--- src/rtl/bkm_step_scoreboard.sv ---
// In-order scoreboard comparing queued expected BKM step results (X, Y) against DUT results.
// Define BKM_SCOREBOARD_TOL_EN to accept per-component differences up to +/-TOL LSBs.
module bkm_step_scoreboard #(
    parameter int W           = 32,
    parameter int DEPTH       = 8,
    parameter int CNT_W       = 16,
    parameter bit STOP_ON_ERR = 1'b0,
    parameter int TOL         = 1
) (
    input  logic                   clk,
    input  logic                   arst_n,
    input  logic                   srst,
    input  logic                   enable,
    input  logic                   exp_valid,
    input  logic [W-1:0]           exp_x,
    input  logic [W-1:0]           exp_y,
    input  logic                   dut_valid,
    input  logic [W-1:0]           dut_x,
    input  logic [W-1:0]           dut_y,
    output logic [$clog2(DEPTH):0] fifo_level,
    output logic [CNT_W-1:0]       cmp_count,
    output logic [CNT_W-1:0]       err_count,
    output logic [CNT_W-1:0]       first_err_idx,
    output logic                   overflow,
    output logic                   underflow,
    output logic                   fail
);

    localparam int AW = $clog2(DEPTH);
    localparam int PW = AW + 1;

    if (DEPTH < 2 || DEPTH > 64 || (DEPTH & (DEPTH - 1)) != 0 || TOL < 0) begin : g_bad_params
        $error("bkm_step_scoreboard: DEPTH must be a power of two in 2..64 and TOL >= 0");
    end

    typedef enum logic [1:0] {S_IDLE, S_RUN, S_FAIL} state_t;

    function automatic logic [CNT_W-1:0] sat_inc(input logic [CNT_W-1:0] v);
        return (&v) ? v : v + CNT_W'(1);
    endfunction

`ifdef BKM_SCOREBOARD_TOL_EN
    // Difference and magnitude in W+1 bits so the most-negative difference cannot wrap.
    function automatic logic comp_match(input logic [W-1:0] e, input logic [W-1:0] d);
        logic signed [W:0] diff;
        logic        [W:0] mag;
        diff = $signed({d[W-1], d}) - $signed({e[W-1], e});
        mag  = diff[W] ? $unsigned(-diff) : $unsigned(diff);
        return mag <= (W+1)'(TOL);
    endfunction
`else
    function automatic logic comp_match(input logic [W-1:0] e, input logic [W-1:0] d);
        return d == e;
    endfunction
`endif

    logic [2*W-1:0]  mem_q [DEPTH];
    logic [PW-1:0]   wr_ptr_q, wr_ptr_d, rd_ptr_q, rd_ptr_d;
    logic            cmp_vld_p1_q, cmp_vld_p1_d;
    logic [W-1:0]    exp_x_p1_q, exp_y_p1_q, dut_x_p1_q, dut_y_p1_q;
    logic [CNT_W-1:0] cmp_count_q, cmp_count_d, err_count_q, err_count_d;
    logic [CNT_W-1:0] first_err_idx_q, first_err_idx_d;
    logic            overflow_q, overflow_d, underflow_q, underflow_d, fail_q, fail_d;
    state_t          state_q, state_d;

    logic [PW-1:0]   level;
    logic            full, empty, push_req, pop_req, push_ok, pop_ok, cmp_match_p1;
    logic [2*W-1:0]  head;

    assign level        = wr_ptr_q - rd_ptr_q;
    assign full         = (level == PW'(DEPTH));
    assign empty        = (wr_ptr_q == rd_ptr_q);
    assign push_req     = enable && exp_valid;
    assign pop_req      = enable && dut_valid;
    assign pop_ok       = pop_req && !empty;
    assign push_ok      = push_req && (!full || pop_ok);
    assign head         = mem_q[rd_ptr_q[AW-1:0]];
    assign cmp_match_p1 = comp_match(exp_x_p1_q, dut_x_p1_q) && comp_match(exp_y_p1_q, dut_y_p1_q);

    always_comb begin
        wr_ptr_d        = wr_ptr_q;
        rd_ptr_d        = rd_ptr_q;
        cmp_vld_p1_d    = cmp_vld_p1_q;
        cmp_count_d     = cmp_count_q;
        err_count_d     = err_count_q;
        first_err_idx_d = first_err_idx_q;
        overflow_d      = overflow_q;
        underflow_d     = underflow_q;
        state_d         = state_q;
        fail_d          = (err_count_q != '0) || overflow_q || underflow_q;
        if (srst) begin
            wr_ptr_d        = '0;
            rd_ptr_d        = '0;
            cmp_vld_p1_d    = 1'b0;
            cmp_count_d     = '0;
            err_count_d     = '0;
            first_err_idx_d = '0;
            overflow_d      = 1'b0;
            underflow_d     = 1'b0;
            state_d         = S_IDLE;
            fail_d          = 1'b0;
        end else if (enable) begin
            if (push_ok) wr_ptr_d = wr_ptr_q + PW'(1);
            if (pop_ok)  rd_ptr_d = rd_ptr_q + PW'(1);
            cmp_vld_p1_d = pop_ok;
            if (push_req && full && !pop_ok) overflow_d = 1'b1;
            if (pop_req && empty)            underflow_d = 1'b1;
            // Counters and first index stay frozen once the FSM has reached FAIL.
            if (cmp_vld_p1_q && state_q != S_FAIL) begin
                cmp_count_d = sat_inc(cmp_count_q);
                state_d     = S_RUN;
                if (!cmp_match_p1) begin
                    err_count_d = sat_inc(err_count_q);
                    if (err_count_q == '0) first_err_idx_d = cmp_count_q;
                    if (STOP_ON_ERR) state_d = S_FAIL;
                end
            end
        end
    end

    always_ff @(posedge clk or negedge arst_n) begin
        if (!arst_n) begin
            wr_ptr_q        <= '0;
            rd_ptr_q        <= '0;
            cmp_vld_p1_q    <= 1'b0;
            cmp_count_q     <= '0;
            err_count_q     <= '0;
            first_err_idx_q <= '0;
            overflow_q      <= 1'b0;
            underflow_q     <= 1'b0;
            state_q         <= S_IDLE;
            fail_q          <= 1'b0;
        end else begin
            wr_ptr_q        <= wr_ptr_d;
            rd_ptr_q        <= rd_ptr_d;
            cmp_vld_p1_q    <= cmp_vld_p1_d;
            cmp_count_q     <= cmp_count_d;
            err_count_q     <= err_count_d;
            first_err_idx_q <= first_err_idx_d;
            overflow_q      <= overflow_d;
            underflow_q     <= underflow_d;
            state_q         <= state_d;
            fail_q          <= fail_d;
        end
    end

    // Queue storage and compare-stage data carry no reset; the pointers and valid qualify them.
    always_ff @(posedge clk) begin
        if (push_ok) mem_q[wr_ptr_q[AW-1:0]] <= {exp_x, exp_y};
        if (pop_ok) begin
            exp_x_p1_q <= head[2*W-1:W];
            exp_y_p1_q <= head[W-1:0];
            dut_x_p1_q <= dut_x;
            dut_y_p1_q <= dut_y;
        end
    end

    assign fifo_level    = level;
    assign cmp_count     = cmp_count_q;
    assign err_count     = err_count_q;
    assign first_err_idx = first_err_idx_q;
    assign overflow      = overflow_q;
    assign underflow     = underflow_q;
    assign fail          = fail_q;

endmodule

--- config.mk ---
export PLATFORM = sky130hd
export DESIGN_NAME = bkm_step_scoreboard
export DESIGN_NICKNAME = d
export VERILOG_FILES = /design/src/rtl/bkm_step_scoreboard.sv
export SDC_FILE = /design/constraint.sdc
export NUM_CORES = 1
export LEC_CHECK = 0
export ABC_CLOCK_PERIOD_IN_PS = 18800
export CAP_MARGIN = 20
export CORE_MARGIN = 2
export CORE_UTILIZATION = 61
export CTS_BUF_LIST = sky130_fd_sc_hd__clkbuf_8
export DETAILED_ROUTE_END_ITERATION = 12
export GPL_TIMING_DRIVEN = 0
export PLACE_DENSITY = 0.83
export SLEW_MARGIN = 5
export SYNTH_ARGS = -nofsm -noshare
export SYNTH_HDL_FRONTEND = slang
export SYNTH_SLANG_ARGS = --single-unit
--- constraint.sdc ---
create_clock -name clk -period 18.8 [get_ports clk]
set_input_delay 4.7 -clock clk [delete_from_list [all_inputs] [get_ports clk]]
set_output_delay 4.7 -clock clk [all_outputs]
set_load 0.02 [all_outputs]
# Yosys cells after proc, flatten, opt, wreduce, memory -nomap -nowiden
# Memory sizes are Yosys's and may differ from the RTL's. A register that Yosys moved wholly into a read port is not among the register bits.
# Index checks and enable logic that the tools add are counted.
# word_totals
regBits	126
latchBits	0
mem_bits_rw	512
romBits	0
inputBits	134
out_inout_bits	55
wordCells	94
n_memories	1
# memory_table
name	depth	word_bits	read_ports	rd_clocked_by_memory_dff	write_ports	line_no	rtl
mem_q	8	64	1	1	1	57	logic [2*W-1:0] mem_q [DEPTH];
# classes
add_sub_neg	5
n_mul	0
n_div	0
order_cmp	0
eq_ne	8
n_shift	0
mux	34
n_bitwise	0
n_reduce_logical	34
# ops
op	n
16-bit 2-to-1 mux	14
32-bit equality test	2
16-bit by 1-bit adder with 16-bit output (second input constant)	2
16-bit AND reduction	2
4-bit 2-to-1 mux	6
16-bit zero test	1
16-bit nonzero test	1
2-bit nonzero test	7
1-bit 2-to-1 mux	11
2-bit AND reduction	5
1-bit logical AND	9
4-bit by 1-bit adder with 4-bit output (second input constant)	2
2-bit != test (second input constant)	4
4-bit AND reduction	2
2-bit 2-to-1 mux	3
4-bit equality test	1
4-bit equality test (second input constant)	1
4-bit subtractor	1
1-bit zero test	3
1-bit logical OR	3
3-bit AND reduction	1

# Depth between registers and ports, before layout
# logic_depth
ltp_word	8
mapped_depth	11

# Worst setup path after synthesis
# Ideal clock, no wire load.
# synth_path
kind	input -> register
startpoint	input dut_valid
endpoint	memory mem_q[0][0] (netlist bit) (enable)
setup_ns	0.565
arrival_time_ns	16.558
slack_ns	1.677
cell_stages	6
path_buffers	0
cell_sequence	nand2_1 a21oi_1 or4_1 o31ai_2 nand2b_1 nor3_1
# synth_via
elab_chain_cells	6
# synth_lines
item	line_no	rtl
start: declaration	17	input logic dut_valid,
1-bit logical AND	74	assign pop_req = enable && dut_valid;
1-bit logical AND	75	assign pop_ok = pop_req && !empty;
net pop_ok	67	logic full, empty, push_req, pop_req, push_ok, pop_ok, cmp_match_p1;
1-bit logical OR	76	assign push_ok = push_req && (!full || pop_ok);
1-bit logical AND	76	
1-bit 2-to-1 mux	149	if (push_ok) mem_q[wr_ptr_q[AW-1:0]] <= {exp_x, exp_y};
1-bit 2-to-1 mux (implied by the code)	149	
end: declaration	57	
# The timed path passes the listed nets, and every way through them passes these cells.

# Final worst setup path
# layout_path
startpoint	register rd_ptr_q[1]
endpoint	output fifo_level[3]
# layout_via
elab_chain_cells	1
# layout_lines
item	line_no	rtl
start: declaration	58	logic [PW-1:0] wr_ptr_q, wr_ptr_d, rd_ptr_q, rd_ptr_d;
start signal: assignment	135	rd_ptr_q <= rd_ptr_d;
4-bit subtractor	70	assign level = wr_ptr_q - rd_ptr_q;
end: declaration	20	output logic [$clog2(DEPTH):0] fifo_level,
# Every way passes these cells.

==> flow_summary.yaml <==
outcome:
  status: "completed"
place:
  placedInstanceArea_um2: 30500
  place_hpwl_mm: 42.2
  io_buffers: 188
  gp_congestion: 0.905
floorplanning:
  die_h_um: 215
  die_w_um: 215
  row_count: 77
  initial_utilization_pct: 61.5
  io_pins: 189
  core_area_um2: 44000
  die-area_um2: 46100
detailed_routing:
  vias: 15207
  antenna_left: 0
  firstDrtPassIters: 5
  drtIter0Drc: 1890
  routed_via_density: 6.09
  wl_per_cell_um: 25.7
  remaining_drc_errors: 0
  routed_wirelength_mm: 64.2
sta:
  min_period_ns: 9.06
  timing.final.crit_share_pct: 48.2
  fmax_mhz: 110
  setup_viol: 0
  rsz0062_at_grt: "false"
  slew_headroom_pct: 30.9
  setup_tns_ns: 0
  fin_worst_skew_ns: 0.0358
  hold_viol: 0
  report.final.slew_viol_count: 0
  worstMarginPinSlew_ns: 1.04
clocking:
  postCtsSetupRepairBufs: 0
  htree_levels: 3
  post_cts_resized: 0
  cts_root_buffer: "clkbuf_8"
  cts_hold_buf: 0
  cts_made_buffers: 105
  cts.clk_slew.worst_paths_ns: 0.06
  cts_tree: "done"
  worstSkewPairLatency_ns: 0.69
  cts_max_path_buffers: 3
  clock_sinks: 700
worst_setup_path:
  critPathBufInv: 5
  cp_slowest_cell: "clkdlybuf4s50_1"
  path_max_fanout: 10
  critPathKind: "flop to primary output"
  r2r_cells: 13
  end_kind: "primary output"
  arrival_ns: 4.36
  crit_chain: "clkbuf_1 > clkbuf_1 > clkbuf_1 > inv_1 > ha_1 > nor2b_1 > o21ai_0 > a21oi_1 > nor2_1 > clkdlybuf4s50_1"
  r2r_slack_ns: 13.18
  cp_top_family: "buffers and inverters"
  start_kind: "flop"
  crit_top_cell: "clkbuf_1"
  crit_cells: 10
  critPathMaxStageDelay_ns: 0.63
  critPathRequiredTime_ns: 14.10
logic_synthesis:
  synth_area_um2: 27100
  ys_seq_area_share_pct: 76.5
  syn-instance-count: 1480
  post-synth-top-area-cell: "edfxtp_1"
  postSynthAreaPerCell_um2: 18.3
  ys.flop_type: "edfxtp_1"
  synth-async-reset-ratio_pct: 8.57
  synth_top_area_share_pct: 70.9
  synth.most_common_cell: "edfxtp_1"
  synth_fp_nets: 1623
  ys_ff_latch: 700
  ys_top_cells_by_area: "edfxtp_1 71%, mux4_2 11%, dfrtp_1 5.5%"
  synth_warnings: 0
  synth_edf_count: 640
  synthTopCellsByCount: "640 x edfxtp_1, 214 x nand2_1, 128 x mux4_2"
  synth_cell_type_count: 53
power:
  p_sw_share_pct: 22.4
  power.density_nw_per_um2: 93.7
  pwr-share-clk_pct: 37.0
  peakVddDrop_uv: 89.3
  combPwrFrac_pct: 5.6
  intPower_uw: 2360
  power_switching_uw: 679
  p_leak_uw: 0.0110
  sequentialPowerShare_pct: 57.4
grt:
  antenna_found_initial: 6
  grt_max_degree: 61
  grt_use_total_pct: 28.3
  grt_pass1_wl_mm: 96.2
  grt_pass1_vias: 15641
  overflow: 0
layout:
  design_area_um2: 32400
  final_nets: 1957
  area_delta_synth_final_pct: 19.6
  drive_gt1_share_pct: 17.2
hold_path:
  hold_path_depth: 2
  worstHoldPathType: "flop to flop"
flow_run:
  cap_violations: 0
cell usage in the layout (no fill, tap or decap), types with 17 or more instances in the layout:
cell type and n:
clkbuf_1 35, clkbuf_8 111, clkdlybuf4s50_1 187, clkinv_1 29, dfrtp_1 60, edfxtp_1 640
inv_1 97, mux4_2 128, nand2_1 214, nand3_1 20, nand4_1 17, nor2_1 37
nor4_1 18, o22ai_1 19, xnor2_1 26, xor2_1 45
path summary, 6_finish.rpt:
kind,start,to
min in group asynchronous,arst_n,cmp_count[6]$_DFFE_PN0P_
worst max-delay path,rd_ptr_q[1]$_DFFE_PN0P_,fifo_level[3]
worst min-delay path,first_err_idx[9]$_DFFE_PN0P_,first_err_idx[9]$_DFFE_PN0P_
max in group asynchronous,arst_n,err_count[9]$_DFFE_PN0P_
worst min register to register,first_err_idx[9]$_DFFE_PN0P_,first_err_idx[9]$_DFFE_PN0P_
worst max register to register,rd_ptr_q[1]$_DFFE_PN0P_,mem_q[1][21]$_DFFE_PP_
registers in the layout, summed over array words and instances, names as in the netlist:
name           cells
cmp_count         16
cmp_vld_p1_q       1
dut_x_p1_q        32
dut_y_p1_q        32
err_count         16
exp_x_p1_q        32
exp_y_p1_q        32
fail               1
first_err_idx     16
mem_q            512
overflow           1
rd_ptr_q           4
underflow          1
wr_ptr_q           4
stage by stage:
stage	hold slack, ns	total power [uW]	utilization, %	setup WS (ns)	instances
final	0.544	3040	73.6	9.74	2498
after global routing	0.567	3130	73.6	9.51	2497
after CTS	0.545	3050	73.6	9.71	2495
after detailed placement	0.536	1940	69.3	10.37	2299
after global placement	0.525	1940	67.5	-6.73	2260
after floorplan	0.522	1860	-	1.68	1480
worst min-delay path, cell delays in order, from the launching register on:
cell and delay (ns):
dfrtp_1 0.37, inv_1 0.05, o22ai_1 0.08
cells by family (layout without fill, tap and decap cells):
family | count (synthesis) | in the layout | synth area share (%)
AO/OA/AOI/OAI | 78 | 78 | 2.10
buffers and inverters | 121 | 544 | 1.80
multiplexers | 130 | 130 | 10.7
AND/OR/NAND/NOR | 371 | 371 | 6.16
flip-flops | 700 | 700 | 76.5
other | 0 | 3 | 0
XOR/XNOR | 71 | 71 | 2.30
adder cells (fa/ha/maj) | 9 | 9 | 0.443
routing by layer:
metal | vias to the layer above | GRT usage [%] | share of wire, %
li1 | 6445 | - | -
met1 | 7691 | 37.4 | 37
met2 | 919 | 46.7 | 50
met3 | 148 | 5.83 | 9.6
met4 | 4 | 11.8 | 3.3
met5 | - | 0 | 0.036
cell type report:
class	count	area, um2
Fill cell	2426	11600
Timing Repair Buffer	227	2600
Antenna cell	3	7.51
Tap cell	592	741
Buffer	58	251
Sequential cell	700	20700
Clock inverter	85	370
Inverter	63	236
Clock buffer	111	1530
Multi-Input combinational cell	659	5950
power by group through the flow:
| stage | combinational (uW) | clock (uW) | sequential (uW) |
|---|---|---|---|
| floorplan | 80.5 | 0 | 1780 |
| global route | 182 | 1200 | 1740 |
| global placement | 154 | 0 | 1780 |
| finish | 170 | 1120 | 1740 |
| detailed placement | 169 | 0 | 1770 |
| CTS | 171 | 1130 | 1740 |
Note: power is estimated with default switching activity, not from simulation.
